[src/rtl/flash_stream_reader.sv]
// -----------------------------------------------------------------------------
// flash_stream_reader
//
// Streams a word range out of an Avalon-MM flash slave into a small prefetch
// FIFO and hands words to a consumer one at a time on request. The range can
// be walked ascending or descending, once or looping forever.
//
// Ports
//   sample_clk, reset          clock, synchronous active-high reset
//   start / stop               one-cycle control pulses
//   loop_en, reverse           mode bits, latched at start
//   start_addr, end_addr       inclusive word range, latched at start
//   flash_mem_*                Avalon-MM read master (pipelined, waitrequest)
//   sample_req                 consumer pulse: pop one word
//   flash_data                 last word popped
//   valid_read_flag            flash_data updated this cycle
//   underrun                   sample_req found the FIFO empty
//   busy / done                status (busy in RUN, DRAIN, FLUSH; done in DONE)
// -----------------------------------------------------------------------------
module flash_stream_reader #(
    parameter int ADDR_W     = 23,
    parameter int DATA_W     = 32,
    parameter int FIFO_DEPTH = 8
) (
    input  logic              sample_clk,
    input  logic              reset,
    input  logic              start,
    input  logic              stop,
    input  logic              loop_en,
    input  logic              reverse,
    input  logic [ADDR_W-1:0] start_addr,
    input  logic [ADDR_W-1:0] end_addr,
    output logic              flash_mem_read,
    output logic [ADDR_W-1:0] flash_mem_address,
    input  logic              flash_mem_waitrequest,
    input  logic              flash_mem_readdatavalid,
    input  logic [DATA_W-1:0] flash_mem_readdata,
    input  logic              sample_req,
    output logic [DATA_W-1:0] flash_data,
    output logic              valid_read_flag,
    output logic              underrun,
    output logic              busy,
    output logic              done
);

    localparam int PTR_W = $clog2(FIFO_DEPTH);
    localparam int CNT_W = PTR_W + 1;
    localparam logic [CNT_W:0]   DEPTH_C = (CNT_W+1)'(FIFO_DEPTH);
    localparam logic [CNT_W-1:0] FULL_C  = CNT_W'(FIFO_DEPTH);

    typedef enum logic [2:0] {
        S_IDLE,
        S_RUN,
        S_DRAIN,
        S_FLUSH,
        S_DONE
    } state_t;

    state_t state_q, state_d;

    // latched transfer configuration
    logic              loop_q;
    logic              rev_q;
    logic [ADDR_W-1:0] lo_q;
    logic [ADDR_W-1:0] hi_q;

    logic [ADDR_W-1:0] cur_addr;
    logic [CNT_W-1:0]  outstanding;
    logic [CNT_W-1:0]  fifo_count;
    logic [PTR_W-1:0]  wr_ptr;
    logic [PTR_W-1:0]  rd_ptr;
    logic [DATA_W-1:0] mem [FIFO_DEPTH];

    logic [CNT_W:0]    inflight;
    logic              accept;
    logic              push;
    logic              pop;
    logic              rsp_dec;
    logic              at_last;
    logic              fifo_clr;
    logic              load_cfg;

    // Words already in the FIFO plus words still owed by the slave never
    // exceed the FIFO depth, so every response always has a slot waiting.
    assign inflight          = {1'b0, outstanding} + {1'b0, fifo_count};
    assign flash_mem_read    = (state_q == S_RUN) && (inflight < DEPTH_C);
    assign flash_mem_address = cur_addr;
    assign accept            = flash_mem_read && !flash_mem_waitrequest;
    assign at_last           = (cur_addr == (rev_q ? lo_q : hi_q));

    // Responses are only kept in RUN/DRAIN; FLUSH still counts them down so
    // it knows when the slave has gone quiet. IDLE/DONE ignore them entirely.
    assign push    = flash_mem_readdatavalid && (state_q == S_RUN || state_q == S_DRAIN);
    assign rsp_dec = flash_mem_readdatavalid && (outstanding != '0) &&
                     (state_q == S_RUN || state_q == S_DRAIN || state_q == S_FLUSH);
    assign pop     = sample_req && (fifo_count != '0);

    assign busy = (state_q == S_RUN) || (state_q == S_DRAIN) || (state_q == S_FLUSH);
    assign done = (state_q == S_DONE);

    // ---------------------------------------------------------------- FSM
    always_ff @(posedge sample_clk) begin
        if (reset) state_q <= S_IDLE;
        else       state_q <= state_d;
    end

    always_comb begin
        state_d  = state_q;
        fifo_clr = 1'b0;
        load_cfg = 1'b0;
        case (state_q)
            S_IDLE, S_DONE: begin
                if (start) begin
                    state_d  = S_RUN;
                    load_cfg = 1'b1;
                    fifo_clr = 1'b1;
                end
            end
            S_RUN: begin
                if (stop) begin
                    state_d  = S_FLUSH;
                    fifo_clr = 1'b1;
                end else if (accept && at_last && !loop_q) begin
                    state_d = S_DRAIN;
                end
            end
            S_DRAIN: begin
                if (stop) begin
                    state_d  = S_FLUSH;
                    fifo_clr = 1'b1;
                end else if (outstanding == '0 && fifo_count == '0) begin
                    state_d = S_DONE;
                end
            end
            S_FLUSH: begin
                if (outstanding == '0) state_d = S_IDLE;
            end
            default: state_d = S_IDLE;
        endcase
    end

    // ------------------------------------------------------ address / config
    always_ff @(posedge sample_clk) begin
        if (reset) begin
            loop_q   <= 1'b0;
            rev_q    <= 1'b0;
            lo_q     <= '0;
            hi_q     <= '0;
            cur_addr <= '0;
        end else if (load_cfg) begin
            loop_q   <= loop_en;
            rev_q    <= reverse;
            lo_q     <= start_addr;
            hi_q     <= end_addr;
            cur_addr <= reverse ? end_addr : start_addr;
        end else if (accept) begin
            if (at_last) begin
                // without looping the address just parks; DRAIN issues nothing
                if (loop_q) cur_addr <= rev_q ? hi_q : lo_q;
            end else begin
                cur_addr <= rev_q ? cur_addr - 1'b1 : cur_addr + 1'b1;
            end
        end
    end

    // ------------------------------------------------------ outstanding reads
    always_ff @(posedge sample_clk) begin
        if (reset) begin
            outstanding <= '0;
        end else begin
            case ({accept, rsp_dec})
                2'b10:   outstanding <= outstanding + 1'b1;
                2'b01:   outstanding <= outstanding - 1'b1;
                default: outstanding <= outstanding;
            endcase
        end
    end

    // ------------------------------------------------------ prefetch FIFO
    always_ff @(posedge sample_clk) begin
        if (push) mem[wr_ptr] <= flash_mem_readdata;
    end

    always_ff @(posedge sample_clk) begin
        if (reset || fifo_clr) begin
            wr_ptr     <= '0;
            rd_ptr     <= '0;
            fifo_count <= '0;
        end else begin
            if (push) wr_ptr <= wr_ptr + 1'b1;
            if (pop)  rd_ptr <= rd_ptr + 1'b1;
            case ({push, pop})
                2'b10:   fifo_count <= fifo_count + 1'b1;
                2'b01:   fifo_count <= fifo_count - 1'b1;
                default: fifo_count <= fifo_count;
            endcase
        end
    end

    always_ff @(posedge sample_clk) begin
        if (!reset) assert (!(push && !pop && fifo_count == FULL_C));
    end

    // ------------------------------------------------------ consumer side
    always_ff @(posedge sample_clk) begin
        if (reset) begin
            flash_data      <= '0;
            valid_read_flag <= 1'b0;
            underrun        <= 1'b0;
        end else begin
            if (pop) flash_data <= mem[rd_ptr];
            valid_read_flag <= pop;
            underrun        <= sample_req && !pop;
        end
    end

endmodule

[config.mk]
export PLATFORM = sky130hd
export DESIGN_NAME = flash_stream_reader
export DESIGN_NICKNAME = d
export VERILOG_FILES = /design/src/rtl/flash_stream_reader.sv
export SDC_FILE = /design/constraint.sdc
export NUM_CORES = 1
export LEC_CHECK = 0
export BUFFER_PORTS_ARGS = -buffer_cell sky130_fd_sc_hd__buf_4
export CAP_MARGIN = 20
export CORE_MARGIN = 2
export CORE_UTILIZATION = 35
export DETAILED_ROUTE_END_ITERATION = 16
export HOLD_SLACK_MARGIN = 0.15
export PLACE_DENSITY = 0.58
export SYNTH_ARGS = -nofsm -noshare
export SYNTH_HDL_FRONTEND = slang
export SYNTH_SLANG_ARGS = --single-unit
[constraint.sdc]
create_clock -name sample_clk -period 5.92 [get_ports sample_clk]
set_input_delay 0.296 -clock sample_clk [delete_from_list [all_inputs] [get_ports sample_clk]]
set_output_delay 0.296 -clock sample_clk [all_outputs]
set_load 0.005 [all_outputs]
### After elaboration in Yosys (flattened, before gate mapping)

Memory sizes are Yosys's and may differ from the RTL's. A register that Yosys moved wholly into a read port is not among the register bits.
Index checks and enable logic that the tools add are counted.

* output and inout port bits: 60
* memories: 1
* memory bits (writable): 256
* register bits after elaboration: 90
* input bits: 87
* word-level logic and storage cells: 88

Memory list
* mem: words 8, width 32, rd ports 1, clocked after memory_dff 1, write ports 1, RTL line 72 `logic [DATA_W-1:0] mem [FIFO_DEPTH];`

* multiplexer cells: 23
* equality and inequality tests: 14
* add/subtract/negate cells: 9
* magnitude comparators: 1
* reduce and logical (&&, ||, !) cells: 28

Operators by type and width (count)
* 2-to-1 mux 23 bit: 8
* adder 23 x 1 -> 23 bit, second input constant: 1
* == test 23 bit: 1
* subtractor 23 x 1 -> 23 bit, second input constant: 1
* 2-to-1 mux 3 bit: 6
* case mux 4 bit (2 select lines): 2
* case mux 3 bit (4 select lines): 1
* logical AND 1 bit: 10
* inequality test 3 x 2 -> 1 bit, second input constant: 3
* adder 4 x 1 -> 4 bit, second input constant: 2
* logical NOT 4 bit: 2
* nonzero test 4 bit: 2
* subtractor 4 x 1 -> 4 bit, second input constant: 2
* adder 3 x 1 -> 3 bit, second input constant: 2
* == test 3 x 2 -> 1 bit, second input constant: 2
* nonzero test 2 bit: 3
* adder 4 x 4 -> 5 bit: 1
* less-than comparator 5 x 4 -> 1 bit, second input constant: 1
* 2-to-1 mux 1 bit: 5
* == test 2 x 1 -> 1 bit, second input constant: 2
* == test 2 bit, second input constant: 2
* AND reduction 4 bit: 1
* OR reduction 2 bit: 2
* == test 3 x 1 -> 1 bit, second input constant: 1
* other kinds (8): 12

### Depth between registers and ports, before layout

* depth after elaboration: 9
* depth in mapped cells: 14
* depth with buffers taken out: 13

### Worst setup path after synthesis

OpenSTA, ideal clock, no wires.

* kind: register -> register
* start: register state_q[1]
* end: memory mem[0][0], enable pin
* arrival time: 3.654 ns
* setup slack: 1.804 ns
* cell stages (with the launch flop): 7
* buffers on the path: 1
* required time: 5.459 ns
* library setup time: 0.461 ns
* clock period less this slack: 4.116 ns
* cell sequence: dfxtp_1 > clkbuf_1 > nor2b_1 > nor2_1 > nor3b_1 > nand2b_1 > nor3_1

* cells in the longest elaborated chain, start to end: 5
* elaborated cells on any way between the ends: 6
* classes of those cells: eq/ne (2); mux (2); reduce/logical (2)

Ends and longest elaborated chain
* start: declaration: RTL line 59 `state_t state_q, state_d;`
* start signal: assignment: RTL line 104 `else state_q <= state_d;`
* == test 3 x 1 -> 1 bit or == test 3 x 2 -> 1 bit (tied branches): RTL line 93 `assign push = flash_mem_readdatavalid && (state_q == S_RUN || state_q == S_DRAIN);`
* logical OR 1 bit (*): RTL line 93
* logical AND 1 bit (*): RTL line 93
* 2-to-1 mux 1 bit (*): RTL line 181 `if (push) mem[wr_ptr] <= flash_mem_readdata;`
* 2-to-1 mux 1 bit (not written as such) (*): RTL line 181
* end: declaration: RTL line 72

Every way passes the cells marked *; elsewhere a longest branch is shown, timed or not.

### Worst setup path in the final report

* start: register rev_q
* end: register state_q[0]

* cells in the longest elaborated chain, start to end: 6

Ends and longest elaborated chain
* start: declaration: RTL line 63 `logic rev_q;`
* start signal: assignment: RTL line 152 `rev_q <= reverse;`
* 2-to-1 mux 23 bit: RTL line 89 `assign at_last = (cur_addr == (rev_q ? lo_q : hi_q));`
* == test 23 bit: RTL line 89
* logical AND 1 bit (2 in series): RTL line 123 `end else if (accept && at_last && !loop_q) begin`
* inequality test 3 x 2 -> 1 bit (no line)
* AND reduction 4 bit (no line)

No other way between the ends.
A chain may end at the register's enable or synchronous reset.

==> results.md <==
- Initial antenna violation count: 1
- Max VDD drop: 0.000247 V
- Initial core utilization: 35.3%
- Leading area contributor after synthesis: edfxtp_1
- Worst r2r src: rev_q
- Hold endpoint: rev_q
- Post-synth top area share: a little under half
- Reg-to-reg critical path endpoint: state_q[0]
- FF+latch count, synth: 378
- Number of synthesized flops with an enable pin: around 260
- CP Launch Type: register
- GRT overflow: 0
- First-pass GRT wire length: between 60000 and 70000 µm
- Clk slew on worst S/H paths: 0.07 ns
- Share of layout cells above drive strength 1: 21.7%
- R2r setup slk: 1.85 ns
- Post-CTS Setup Inserts: 0
- Worst Max-Slew Pin Slew: between 1 and 1.5 ns
- Area of the multi-input gates: approximately 0.0064 mm²
- Clock sinks: 378
- Post-DR wirelength/cell: approximately 20 µm
- Final hold violations: 0
- GPL Wtd Cong: 0.846
- Pre-Repair DR Iteration Count: 5
- Worst slew margin: 32.0%
- Min-Delay Startpoint: reverse
- RSZ-0062 raised after global routing: no
- PortBufs: 146
- Netlist cell types: 68
- Clock latency on the worst-skew pair: 0.58 ns
- # setup viols final: 0
- Max-slew violations: 0
- H-tree depth: 2
- Kind of critical path: register to register
- Half-perimeter wire length after placement: 25400 µm
- Vias in the first global route: 11000
- CTS tree: yes
- Core area: 0.0476 mm²
- Main flop type after synthesis: edfxtp_1
- Cells on worst reg2reg path: 9
- Worst Setup End Kind: register
- Fin cells: 2112
- Fmax: 246 MHz
- Final-stage net count: 1584
- Commonest cells after routing, fill and taps aside: 256 x edfxtp_1, 164 x buf_4, 129 x nand2_1
- Area of placed instances: about 0.019 mm²
- Clock Skew: 0.0195 ns
- Most common cell after layout, fill and taps aside: edfxtp_1
- Final hold slack: about 0.22 ns
- Max clock buf depth: 3
- Utilization after layout: a little over two fifths
- Residual DRC count: 0
- Tot GR Track Use: 16.8%
- Vias per Instance: 5.12
- Critical Path AT: ~4.5 ns
- Tcrit/Tclk final: 68.7%
- Die Height: 223 µm
- Final instance area: approximately 0.021 mm²
- Gate Count Post-Synth: 1247
- Vias: 10800
- Power per cell area: 318 mW/mm²
- Critical Path Fanout Max: 46
- Drt total wl: 41800 µm
- Pin count of the biggest net entering global routing: 70
- Cell Area, Synth: 0.0168 mm²
- Fillers: 4359
- Hold Path Stages: 3
- Asr flop ratio synth: 0%
- Root Buffer: clkbuf_16
- Row count: 80
- Pleak: between 0.007 and 0.008 µW
- Area contributors post-synth: edfxtp_1 46%, dfxtp_1 15%, mux4_2 8.6%
- Initial drt markers: between 700 and 800
- Reg area: 0.0101 mm²
- Die Area: 0.0499 mm²
- CTS Buf Count: 42
- Worst path required time: 6.37 ns
- Die Width: 223 µm
- Minimum clock period: 4.07 ns
- HP Class: input port to register
- Max cap viols: 0
- Post-Place Cells: 1950
- Register area share after synthesis: 60.2%
- I/O pins: 147
- ANT nets after route: 0
- Yosys warns: 0
- Status: finished, final reports clean
- Syn avg cell area: roughly 14 µm²
- Setup TNS: 0 ns
- P&R area growth vs syn: 23.5%
- Syn_nets: 1369
## Yosys cell counts, types with 4 or more instances
master,count
nor2b_1,15
nand2b_1,7
and3_1,4
a211oi_1,53
mux4_2,64
a21o_1,11
o211ai_1,7
a31oi_1,7
clkbuf_1,48
ha_1,32
mux2i_1,105
edfxtp_1,256
o21ai_0,18
a21oi_1,84
and2_1,5
inv_1,14
xor2_1,15
dfxtp_1,122
o21a_1,7
nor3_1,18
nor2_1,87
or3_1,4
mux2_2,6
buf_1,17
nand2_1,130
buf_6,7
xnor2_1,29
a211o_1,5
## per-stage QoR
stage,setup slack [ns],total power [µW]
final,1.85,6610
after global routing,1.67,6880
after CTS,1.91,6690
after detailed placement,2.04,3990
after global placement,2.09,3980
after floorplan,1.80,3660
## registers in the layout, summed over array words and instances (netlist names), 4 cells and up
name,cells
mem,256
fifo_count,4
flash_mem_address,23
outstanding,4
lo_q,23
flash_data,32
hi_q,23
## layout make-up
class	count	share of cell area (%)
clock buffers	58	5.68
repair buffers	247	9.91
diodes	1	0.0120
well taps	615	3.70
inverters	14	0.253
multi-input cells	779	30.6
flip-flops and latches	378	48.7
clock inverters	20	1.09
## per-layer routing
layer / vias to the layer above / GRT usage (%) / routed length (µm)
li1: 5175 / - / -
met1: 5357 / 21.6 / 18300
met2: 242 / 29.2 / 20800
met3: 48 / 3.08 / 2020
met4: 0 / 4.49 / 719
met5: - / 0 / 0
## kinds of logic after synthesis
group,Yosys count,synth area share [%]
buf+inv,90,2.38
compound gates,232,9.22
flops,378,60.2
mux,175,15.2
xor+xnor,44,2.29
fa+ha+maj,35,2.73
simple gates,293,8.02
## critical path: stages, from the launching register on
cell and delay, ns:
dfxtp_4 0.82, buf_4 0.47, mux2i_1 0.27, xnor2_1 0.10
nor4_2 0.40, nand4_4 0.23, or2_1 0.57, o311ai_2 0.38
a21oi_1 0.10, dlygate4sd3_1 0.56
## power breakdown
group | internal, µW | switching [µW]
clock network | 1540 | 1090
logic | 421 | 511
registers | 2930 | 116
## worst max-delay path by stage
stage,slack [ns],from,end,cells past startpoint
final,1.85,rev_q,state_q[0],9
after global routing,1.67,rev_q,state_q[0],9
after CTS,1.91,rev_q,state_q[0],9
after detailed placement,2.04,outstanding[3],outstanding[3],13
after global placement,2.09,outstanding[3],outstanding[3],13
after floorplan,1.80,state_q[1],mem[0][0],6
## repair_timing
item | 4_1_cts | 5_1_grt
hold endpoints to repair | 316 | 0
hold buffers | 83 | 0
resized for setup | 0 | 0
No activity file was read; power rests on OpenSTA's default activity.
